--- src/rtl/muldiv_pkg.sv ---
// Shared types and constants for the HI/LO multiply/divide sequencer.
// Nine op codes (NONE plus eight HI/LO ops) need a 4-bit encoding.
package muldiv_pkg;

  localparam int XLEN  = 32;
  localparam int ITERS = XLEN;
  localparam int CNT_W = $clog2(ITERS);

  typedef enum logic [3:0] {
    OP_NONE  = 4'd0,
    OP_MULT  = 4'd1,
    OP_MULTU = 4'd2,
    OP_DIV   = 4'd3,
    OP_DIVU  = 4'd4,
    OP_MTHI  = 4'd5,
    OP_MTLO  = 4'd6,
    OP_MFHI  = 4'd7,
    OP_MFLO  = 4'd8
  } muldiv_op_t;

  typedef enum logic {
    ST_IDLE = 1'b0,
    ST_RUN  = 1'b1
  } muldiv_state_t;

  localparam logic [5:0] OPC_SPECIAL = 6'h00;
  localparam logic [5:0] FN_MFHI     = 6'h10;
  localparam logic [5:0] FN_MTHI     = 6'h11;
  localparam logic [5:0] FN_MFLO     = 6'h12;
  localparam logic [5:0] FN_MTLO     = 6'h13;
  localparam logic [5:0] FN_MULT     = 6'h18;
  localparam logic [5:0] FN_MULTU    = 6'h19;
  localparam logic [5:0] FN_DIV      = 6'h1A;
  localparam logic [5:0] FN_DIVU     = 6'h1B;

  // Maps a MIPS opcode/funct pair onto the sequencer op; everything else is NONE.
  function automatic muldiv_op_t decode_muldiv(input logic [5:0] opcode, input logic [5:0] funct);
    muldiv_op_t op;
    op = OP_NONE;
    if (opcode == OPC_SPECIAL) begin
      case (funct)
        FN_MFHI:  op = OP_MFHI;
        FN_MTHI:  op = OP_MTHI;
        FN_MFLO:  op = OP_MFLO;
        FN_MTLO:  op = OP_MTLO;
        FN_MULT:  op = OP_MULT;
        FN_MULTU: op = OP_MULTU;
        FN_DIV:   op = OP_DIV;
        FN_DIVU:  op = OP_DIVU;
        default:  op = OP_NONE;
      endcase
    end
    return op;
  endfunction

endpackage

--- src/rtl/muldiv_controller_iter_core.sv ---
// One combinational step of the engine on the {acc, q} pair:
// shift-add for multiply, restoring shift-subtract for divide.
module muldiv_iter_core
  import muldiv_pkg::*;
(
  input  logic            is_div,
  input  logic [XLEN-1:0] acc,
  input  logic [XLEN-1:0] q,
  input  logic [XLEN-1:0] opnd,
  output logic [XLEN-1:0] acc_next,
  output logic [XLEN-1:0] q_next
);

  logic [XLEN:0]   sum;
  logic [XLEN:0]   shifted;
  logic [XLEN-1:0] diff;

  always_comb begin
    sum      = {1'b0, acc} + (q[0] ? {1'b0, opnd} : '0);
    shifted  = {acc, q[XLEN-1]};
    diff     = shifted[XLEN-1:0] - opnd;
    acc_next = sum[XLEN:1];
    q_next   = {sum[0], q[XLEN-1:1]};
    if (is_div) begin
      // Partial remainder stays below the divisor, so the difference fits XLEN bits.
      if (shifted >= {1'b0, opnd}) begin
        acc_next = diff;
        q_next   = {q[XLEN-2:0], 1'b1};
      end else begin
        acc_next = shifted[XLEN-1:0];
        q_next   = {q[XLEN-2:0], 1'b0};
      end
    end
  end

endmodule

--- src/rtl/muldiv_controller.sv ---
// HI/LO owner and iterative mul/div sequencer beside the EX stage;
// stalls the front end while a HI/LO op meets a running engine.
module muldiv_controller
  import muldiv_pkg::*;
(
  input  logic            clk,
  input  logic            reset,
  input  logic            ex_valid,
  input  muldiv_op_t      ex_op,
  input  logic [XLEN-1:0] rs_val,
  input  logic [XLEN-1:0] rt_val,
  output logic            stall,
  output logic            busy,
  output logic [XLEN-1:0] hi,
  output logic [XLEN-1:0] lo,
  output logic [XLEN-1:0] mf_data
);

  muldiv_state_t    state_reg, state_next;
  logic [CNT_W-1:0] cnt_reg, cnt_next;
  logic [XLEN-1:0]  acc_reg, acc_next;
  logic [XLEN-1:0]  q_reg, q_next;
  logic [XLEN-1:0]  opnd_reg, opnd_next;
  logic             is_div_reg, is_div_next;
  logic             neg_res_reg, neg_res_next;
  logic             neg_rem_reg, neg_rem_next;
  logic [XLEN-1:0]  hi_reg, hi_next;
  logic [XLEN-1:0]  lo_reg, lo_next;

  logic [XLEN-1:0]   core_acc, core_q;
  logic              accept;
  logic              is_signed, is_div_op, div_zero, rs_neg, rt_neg;
  logic [2*XLEN-1:0] prod;

  muldiv_iter_core u_core (
    .is_div   (is_div_reg),
    .acc      (acc_reg),
    .q        (q_reg),
    .opnd     (opnd_reg),
    .acc_next (core_acc),
    .q_next   (core_q)
  );

  assign stall  = ex_valid && (ex_op != OP_NONE) && (state_reg == ST_RUN);
  assign accept = ex_valid && !stall;
  assign busy   = (state_reg == ST_RUN);
  assign hi     = hi_reg;
  assign lo     = lo_reg;

  always_comb begin
    mf_data = '0;
    if (accept && ex_op == OP_MFHI) mf_data = hi_reg;
    if (accept && ex_op == OP_MFLO) mf_data = lo_reg;
  end

  always_ff @(posedge clk) begin
    if (reset) begin
      state_reg   <= ST_IDLE;
      cnt_reg     <= '0;
      acc_reg     <= '0;
      q_reg       <= '0;
      opnd_reg    <= '0;
      is_div_reg  <= 1'b0;
      neg_res_reg <= 1'b0;
      neg_rem_reg <= 1'b0;
      hi_reg      <= '0;
      lo_reg      <= '0;
    end else begin
      state_reg   <= state_next;
      cnt_reg     <= cnt_next;
      acc_reg     <= acc_next;
      q_reg       <= q_next;
      opnd_reg    <= opnd_next;
      is_div_reg  <= is_div_next;
      neg_res_reg <= neg_res_next;
      neg_rem_reg <= neg_rem_next;
      hi_reg      <= hi_next;
      lo_reg      <= lo_next;
    end
  end

  always_comb begin
    state_next   = state_reg;
    cnt_next     = cnt_reg;
    acc_next     = acc_reg;
    q_next       = q_reg;
    opnd_next    = opnd_reg;
    is_div_next  = is_div_reg;
    neg_res_next = neg_res_reg;
    neg_rem_next = neg_rem_reg;
    hi_next      = hi_reg;
    lo_next      = lo_reg;
    is_signed    = (ex_op == OP_MULT) || (ex_op == OP_DIV);
    is_div_op    = (ex_op == OP_DIV) || (ex_op == OP_DIVU);
    div_zero     = is_div_op && (rt_val == '0);
    rs_neg       = is_signed && rs_val[XLEN-1];
    rt_neg       = is_signed && rt_val[XLEN-1];
    prod         = {core_acc, core_q};

    case (state_reg)
      ST_IDLE: begin
        if (accept) begin
          case (ex_op)
            OP_MULT, OP_MULTU, OP_DIV, OP_DIVU: begin
              // Divide-by-zero keeps the raw dividend so it lands in HI untouched.
              acc_next     = '0;
              q_next       = (rs_neg && !div_zero) ? -rs_val : rs_val;
              opnd_next    = rt_neg ? -rt_val : rt_val;
              is_div_next  = is_div_op;
              neg_res_next = (rs_neg ^ rt_neg) && !div_zero;
              neg_rem_next = rs_neg && is_div_op && !div_zero;
              cnt_next     = '0;
              state_next   = ST_RUN;
            end
            OP_MTHI: hi_next = rs_val;
            OP_MTLO: lo_next = rs_val;
            default: ;
          endcase
        end
      end
      ST_RUN: begin
        acc_next = core_acc;
        q_next   = core_q;
        cnt_next = cnt_reg + 1'b1;
        if (cnt_reg == CNT_W'(ITERS - 1)) begin
          cnt_next   = '0;
          state_next = ST_IDLE;
          if (is_div_reg) begin
            lo_next = neg_res_reg ? -core_q : core_q;
            hi_next = neg_rem_reg ? -core_acc : core_acc;
          end else begin
            if (neg_res_reg) prod = -prod;
            hi_next = prod[2*XLEN-1:XLEN];
            lo_next = prod[XLEN-1:0];
          end
        end
      end
      default: state_next = ST_IDLE;
    endcase
  end

endmodule

--- config.mk ---
export PLATFORM = sky130hd
export DESIGN_NAME = muldiv_controller
export DESIGN_NICKNAME = d
export VERILOG_FILES = /design/src/rtl/muldiv_pkg.sv /design/src/rtl/muldiv_controller_iter_core.sv /design/src/rtl/muldiv_controller.sv
export SDC_FILE = /design/constraint.sdc
export NUM_CORES = 1
export LEC_CHECK = 0
export ABC_AREA = 1
export CORE_MARGIN = 2
export CORE_UTILIZATION = 49
export DETAILED_ROUTE_END_ITERATION = 12
export PLACE_DENSITY_LB_ADDON = 0.12
export SLEW_MARGIN = 20
export SYNTH_ARGS = -nofsm -noshare
export SYNTH_HDL_FRONTEND = slang
export SYNTH_HIERARCHICAL = 1
export SYNTH_SLANG_ARGS = --single-unit
--- constraint.sdc ---
create_clock -name clk -period 7.9 [get_ports clk]
set_clock_uncertainty 0.05 [all_clocks]
set_input_delay 1.185 -clock clk [delete_from_list [all_inputs] [get_ports clk]]
set_output_delay 1.185 -clock clk [all_outputs]
set_load 0.1 [all_outputs]
==> impl_metrics.csv, run 1 <==
group,metric,value,unit
routing,vias,22600,
cells_and_area,nNetsFinal,3541,
flow_run,drv_cap,0,
yosys,synthXorXnorAreaFrac,1.85,%
sta,setup_viol,0,
setup_path,setup.worst_path.start_class,"input port",
yosys,synth_top_family_by_area,"simple AND/OR/NAND/NOR gates",
clock_tree,post_cts_resized,0,
setup_path,reg2reg_from,"opnd_reg[17]",
setup_path,cp-end-kind,"output port",
yosys,synthAdderAreaFrac,5.09,%
yosys,synth_flop_cell,"dfxtp_1",
setup_path,crit_type,"in -> out",
power,swShare,40.9,%
yosys,synth_warnings,6,
worst_hold_path,hold_start,"cnt_reg[4]",
yosys,yosys-top-cells-area,"nand2_1 22%, dfxtp_1 19%, inv_1 9.7%",
sta,fin_crit,5.75,ns
yosys,synth_compound_area_share,15.8,%
yosys,synth_top_area_cell,"nand2_1",
routing,postRouteWirelength,77800,um
worst_hold_path,hold_end,"cnt_reg[4]",
yosys,ys_types,49,
global_routing,antenna_found_initial,1,
routing,drt-vias-per-instance,5.81,
yosys,ys_seq_area_share,18.8,%
sta,whs,0.423,ns
cells_and_area,stdcell_count,3880,
floorplanning,core-area,36400,um^2
yosys,yosys.area_share.simple,45.5,%
clock_tree,root_buffer,"clkbuf_16",
clock_tree,cts_buffer_depth,2,
setup_path,worstRegToRegCells,24,
sta,relSlewSlack,10.1,%
placement,io_buffers,168,
routing,ant_nets,0,
global_routing,overflow,0,
power,p_seq_share,32.9,%
floorplanning,num_io_pins,169,
sta,fin_crit_sh,72.8,%
sta,rsz0062_at_grt,"no",
yosys,syn_inst,3309,
yosys,yosys.area.top_type_share,22.0,%
sta,slew_violations,0,
clock_tree,cts.htree.levels,4,
worst_hold_path,min_path_cells,2,
yosys,avgSynthCellArea,5.44,um^2
placement,dp.cells,3847,
setup_path,worstReg2RegEnd,"hi[21]",
placement,place_congestion,1.03,
yosys,synth_enable_flop_cells,0,
clock_tree,cts_hold_buf,0,
yosys,synth_area,18000,um^2
clock_tree,cts_setup_buffers,0,
clock_tree,cts_sinks,169,
power,leakagePower,0.0104,uW
power,peakVddDrop,0.168,mV
sta,timing.final.ws_setup,2.15,ns
setup_path,path_max_fanout,17,
setup_path,cp.required,6.66,ns
power,clkPwrFrac,33.1,%
yosys,muxShareOfSynthArea,0,%
routing,drt-initial-drc-count,2777,
cells_and_area,final_layout_size_suffix_gt1_share,4.13,%
status,status,"finished, final reports clean",
routing,route.detailed.drc,0,
worst_hold_path,worstHoldPathType,"reg -> reg",
sta,fmax,174,MHz
floorplanning,die_w,196,um
placement,dp_hpwl,62300,um
clock_tree,cts.clk_slew.worst_paths,0.07,ns
floorplanning,initial_utilization,49.4,%
power,p_sw,1150,uW
setup_path,crit_arrival,4.51,ns
cells_and_area,area_growth,13.9,%
global_routing,grt_usage,39.9,%
sta,hold_viol_final,0,
setup_path,regToRegSetupSlack,2.89,ns
floorplanning,rows,70,
power,power_frac_comb,34.0,%
global_routing,grt_start_max_net_pins,97,
placement,pre_cts_ws,2.19,ns
global_routing,grt_pass1_wl,118000,um
clock_tree,numCtsBuffers,17,
yosys,synthesis.nets,3452,
yosys,async_reset_ff_share,0,%
sta,tightest_slew,1.33,ns
routing,dr.pass1.iters,6,
clock_tree,insertion_delay,0.46,ns
global_routing,grt_pass1_vias,20400,
clock_tree,cts_tree,"done",
yosys,synth-seq-cells,169,
floorplanning,dieArea,38300,um^2
floorplanning,die_y,196,um
cells_and_area,final_core_util,56.3,%
routing,wl_per_cell,20.0,um
power,cell_internal_pwr,1660,uW
power,power_per_cell_area,137,nW/um^2
sta,tns,0,ns
## Yosys cell counts, types with 8 or more instances
cell type,instances
inv_1,467
o21bai_1,16
xor2_1,16
o21ai_1,17
xnor2_1,22
ha_1,70
buf_2,30
nor2_2,10
o21ai_0,212
nand4_1,35
nand2_2,18
nor3_1,19
nand2_1,1053
or2_2,19
a21oi_1,173
a21oi_2,8
buf_1,10
nand3b_1,44
clkbuf_1,67
dfxtp_1,169
a31oi_1,33
o211ai_1,11
nor2_1,392
a32o_1,16
nand3_1,304
## cell families after synthesis
logic type / after synthesis
and+or+nand+nor: 1928
xor gates and xnor gates: 38
AOI/OAI and AO/OA: 508
DFF: 169
adders and majority gates: 72
buffers and inverters: 594
## per-layer routing
layer  global-route usage (%)  part of all wire (%)  vias up
li1                         -                     -    10700
met1                     57.1                    44    10400
met2                     59.7                    41     1287
met3                     7.79                    11      157
met4                     13.4                   3.3        0
met5                        0                     0        -
## area by class of cell
class | instances | area (um^2)
fillers | 3844 | 15900
diodes | 1 | 2.50
flip-flops and latches | 169 | 3390
repair buffers | 189 | 1830
clock inverters | 14 | 189
clock buffers | 18 | 429
multi-input cells | 2546 | 12300
well taps | 468 | 586
inverters | 475 | 1780
## cells in the final DEF (no fill, tap or decap), types with 7 or more instances in the layout
master	instances
clkbuf_16	17
o21bai_1	16
dfxtp_1	166
nand2_1	1052
nand3b_1	44
a31oi_1	33
nand2_2	19
inv_1	465
buf_4	21
xnor2_1	22
nand4_1	35
a32o_1	16
a21oi_1	173
nand3_1	304
nor3_1	19
o21ai_0	211
xor2_1	16
o211ai_1	11
nor2_1	392
or2_1	7
nor2_2	10
or2_2	19
ha_1	70
clkdlybuf4s50_1	167
o21ai_1	17
a21oi_2	8
inv_2	9
## worst max-delay path, stage by stage
cell	delay [ns]
clkdlybuf4s50_1	0.45
nor2_1	0.21
inv_1	0.14
o21ai_2	0.75
nand2_1	0.32
o21ai_0	0.24
clkdlybuf4s50_1	1.19
## stage by stage
stage / area, um^2 / total power (uW)
after detailed placement: 19900 / 1850
after CTS: 20500 / 2760
final: 20500 / 2810
after floorplan: 18000 / 1560
after global placement: 19900 / 1840
after global routing: 20500 / 2920
## power by group through the flow
| stage | Sequential [uW] | Combinational (uW) | Clock [uW] |
|---|---|---|---|
| CTS | 921 | 916 | 926 |
| global route | 926 | 1030 | 958 |
| global placement | 939 | 901 | 0 |
| detailed placement | 941 | 912 | 0 |
| floorplan | 973 | 589 | 0 |
| finish | 924 | 954 | 929 |
## how the worst max path moves through the flow
stage	startpoint	endpoint	slack, ns	depth (start not counted)
after global routing	ex_op[2]	mf_data[21]	1.96	7
after CTS	ex_op[2]	mf_data[18]	2.19	7
after global placement	ex_op[0]	mf_data[21]	2.31	6
after detailed placement	ex_op[2]	mf_data[21]	2.19	7
after floorplan	ex_op[2]	mf_data[14]	2.50	6
final	ex_op[2]	mf_data[21]	2.15	7
(Power assumes the default switching activity.)
==> run 2: changes to the inputs <==
==> constraint.sdc (replaced) <==
create_clock -name clk -period 5.49 [get_ports clk]
set_clock_uncertainty 0.05 [all_clocks]
set_input_delay 0.8235 -clock clk [delete_from_list [all_inputs] [get_ports clk]]
set_output_delay 0.8235 -clock clk [all_outputs]
set_load 0.1 [all_outputs]
==> run 2 against run 1 <==
Effect of this change:
- global-route usage is 1.8 points higher
- die area unchanged
- combinational power up 47%
- critical endpoint is now hi[22]
- sequential cell count unchanged
==> impl_metrics.csv, run 2 (synthesized netlist as in run 1, its figures left out) <==
group,metric,value,unit
status,status,"finished, final reports clean",
clock_tree,cts.clk_slew.worst_paths,0.07,ns
worst_hold_path,hold_end,"q_reg[11]",
worst_hold_path,hold_start,"q_reg[11]",
setup_path,reg2reg_from,"opnd_reg[5]",
sta,hold_viol_final,0,
clock_tree,insertion_delay,0.47,ns
setup_path,worstRegToRegCells,26,
setup_path,crit_type,"reg -> reg",
sta,tns,0,ns
routing,vias,22800,
setup_path,cp.required,5.80,ns
setup_path,cp-end-kind,"flop",
routing,drt-initial-drc-count,3150,
floorplanning,dieArea,38300,um^2
clock_tree,cts_tree,"done",
setup_path,regToRegSetupSlack,0.84,ns
floorplanning,die_y,196,um
cells_and_area,nNetsFinal,3549,
flow_run,drv_cap,0,
sta,fin_crit,4.65,ns
global_routing,grt_start_max_net_pins,64,
global_routing,grt_usage,41.6,%
clock_tree,post_cts_resized,0,
clock_tree,cts.htree.levels,4,
worst_hold_path,worstHoldPathType,"reg -> reg",
floorplanning,initial_utilization,49.4,%
cells_and_area,layout_common_cells,"1052 x nand2_1, 465 x inv_1, 392 x nor2_1",
cells_and_area,final_layout_size_suffix_gt1_share,5.24,%
sta,setup_viol,0,
global_routing,antenna_found_initial,3,
routing,ant_nets,0,
sta,tightest_slew,1.33,ns
power,total_power,3970,uW
routing,wl_per_cell,20.8,um
worst_hold_path,min_path_cells,2,
global_routing,grt_pass1_vias,21000,
setup_path,crit_top_cell,"nand2_1",
cells_and_area,final_common_cell,"nand2_1",
clock_tree,cts_hold_buf,0,
cells_and_area,area_growth,13.3,%
routing,drt-vias-per-instance,5.86,
setup_path,path_buf_inv,3,
routing,route.detailed.drc,0,
global_routing,grt_pass1_wl,122000,um
sta,fin_crit_sh,84.7,%
power,power_per_cell_area,194,nW/um^2
floorplanning,die_w,196,um
floorplanning,num_io_pins,169,
cells_and_area,num_antenna_cells,0,
clock_tree,numCtsBuffers,17,
setup_path,path_max_fanout,32,
global_routing,overflow,0,
setup_path,setup.worst_path.start_class,"flop",
setup_path,cpMaxStageDelayCell,"nor2_1",
placement,place_congestion,1.11,
clock_tree,root_buffer,"clkbuf_16",
clock_tree,cts_sinks,169,
floorplanning,rows,70,
setup_path,worstReg2RegEnd,"hi[22]",
setup_path,worst_path_dominant_cell_family,"simple AND/OR/NAND/NOR gates",
routing,dr.pass1.iters,6,
sta,slew_violations,0,
placement,io_buffers,168,
clock_tree,cts_setup_buffers,0,
clock_tree,cts_buffer_depth,2,
placement,dp_hpwl,64800,um
setup_path,crit_arrival,4.96,ns
floorplanning,core-area,36400,um^2
power,peakVddDrop,0.234,mV
setup_path,slowest_delay,0.54,ns
sta,relSlewSlack,10.3,%
power,leakagePower,0.0105,uW
sta,fmax,215,MHz
routing,postRouteWirelength,81000,um
sta,rsz0062_at_grt,"no",
==> run 2: cell count changes in the layout (fill, tap and decap cells not counted), sizes merged <==
cell / delta
clkinv: +1
clkinvlp: +2
clkbuf: +4
buf: +41
diode: -1
bufinv: -2
inv: -5
clkdlybuf4s50: -33
==> run 2: final cells by class <==
type	instances	area [um^2]
Clock inverter	10	96.3
Inverter	475	1780
Timing Repair Buffer	197	1810
Clock buffer	22	454
Sequential cell	169	3390
Multi-Input combinational cell	2546	12300
Fill cell	3913	16000
Tap cell	468	586
==> run 2: through the flow <==
stage	worst slack [ns]	util [%]	instance area (um^2)	hold WS (ns)	std cells
floorplan	0.813	-	18000	0.394	3309
global placement	1.07	54.5	19900	0.403	3855
detailed placement	1.02	54.5	19900	0.411	3855
CTS	1.02	56.0	20400	0.422	3887
global route	0.573	56.0	20400	0.458	3887
finish	0.842	56.0	20400	0.421	3887
==> run 2: worst max path at each step <==
stage | slack, ns | cells after the start | from | to
after floorplan | 0.81 | 6 | ex_op[2] | mf_data[14]
after global placement | 1.07 | 19 | opnd_reg[28] | hi[24]
after detailed placement | 1.02 | 19 | opnd_reg[28] | hi[24]
after CTS | 1.02 | 19 | opnd_reg[28] | hi[24]
after global routing | 0.57 | 22 | opnd_reg[28] | hi[16]
final | 0.84 | 26 | opnd_reg[5] | hi[22]
==> run 2: tightest hold or removal path: stages, from the launching register on <==
cell	delay [ns]
dfxtp_1	0.31
nand2_1	0.06
a21oi_1	0.05
==> run 2: routing by layer <==
metal,GRT usage [%],part of all wire [%],wire length [um],vias up
li1,-,-,-,10700
met5,1.02,0.033,27,-
met1,58.2,43,34600,10400
met3,12.2,13,10800,184
met2,60.9,40,32700,1453
met4,14.0,3.4,2780,4
==> run 2: power by group <==
group | internal [uW] | switching [uW]
registers | 1270 | 54.3
clock network | 639 | 599
logic | 386 | 1020
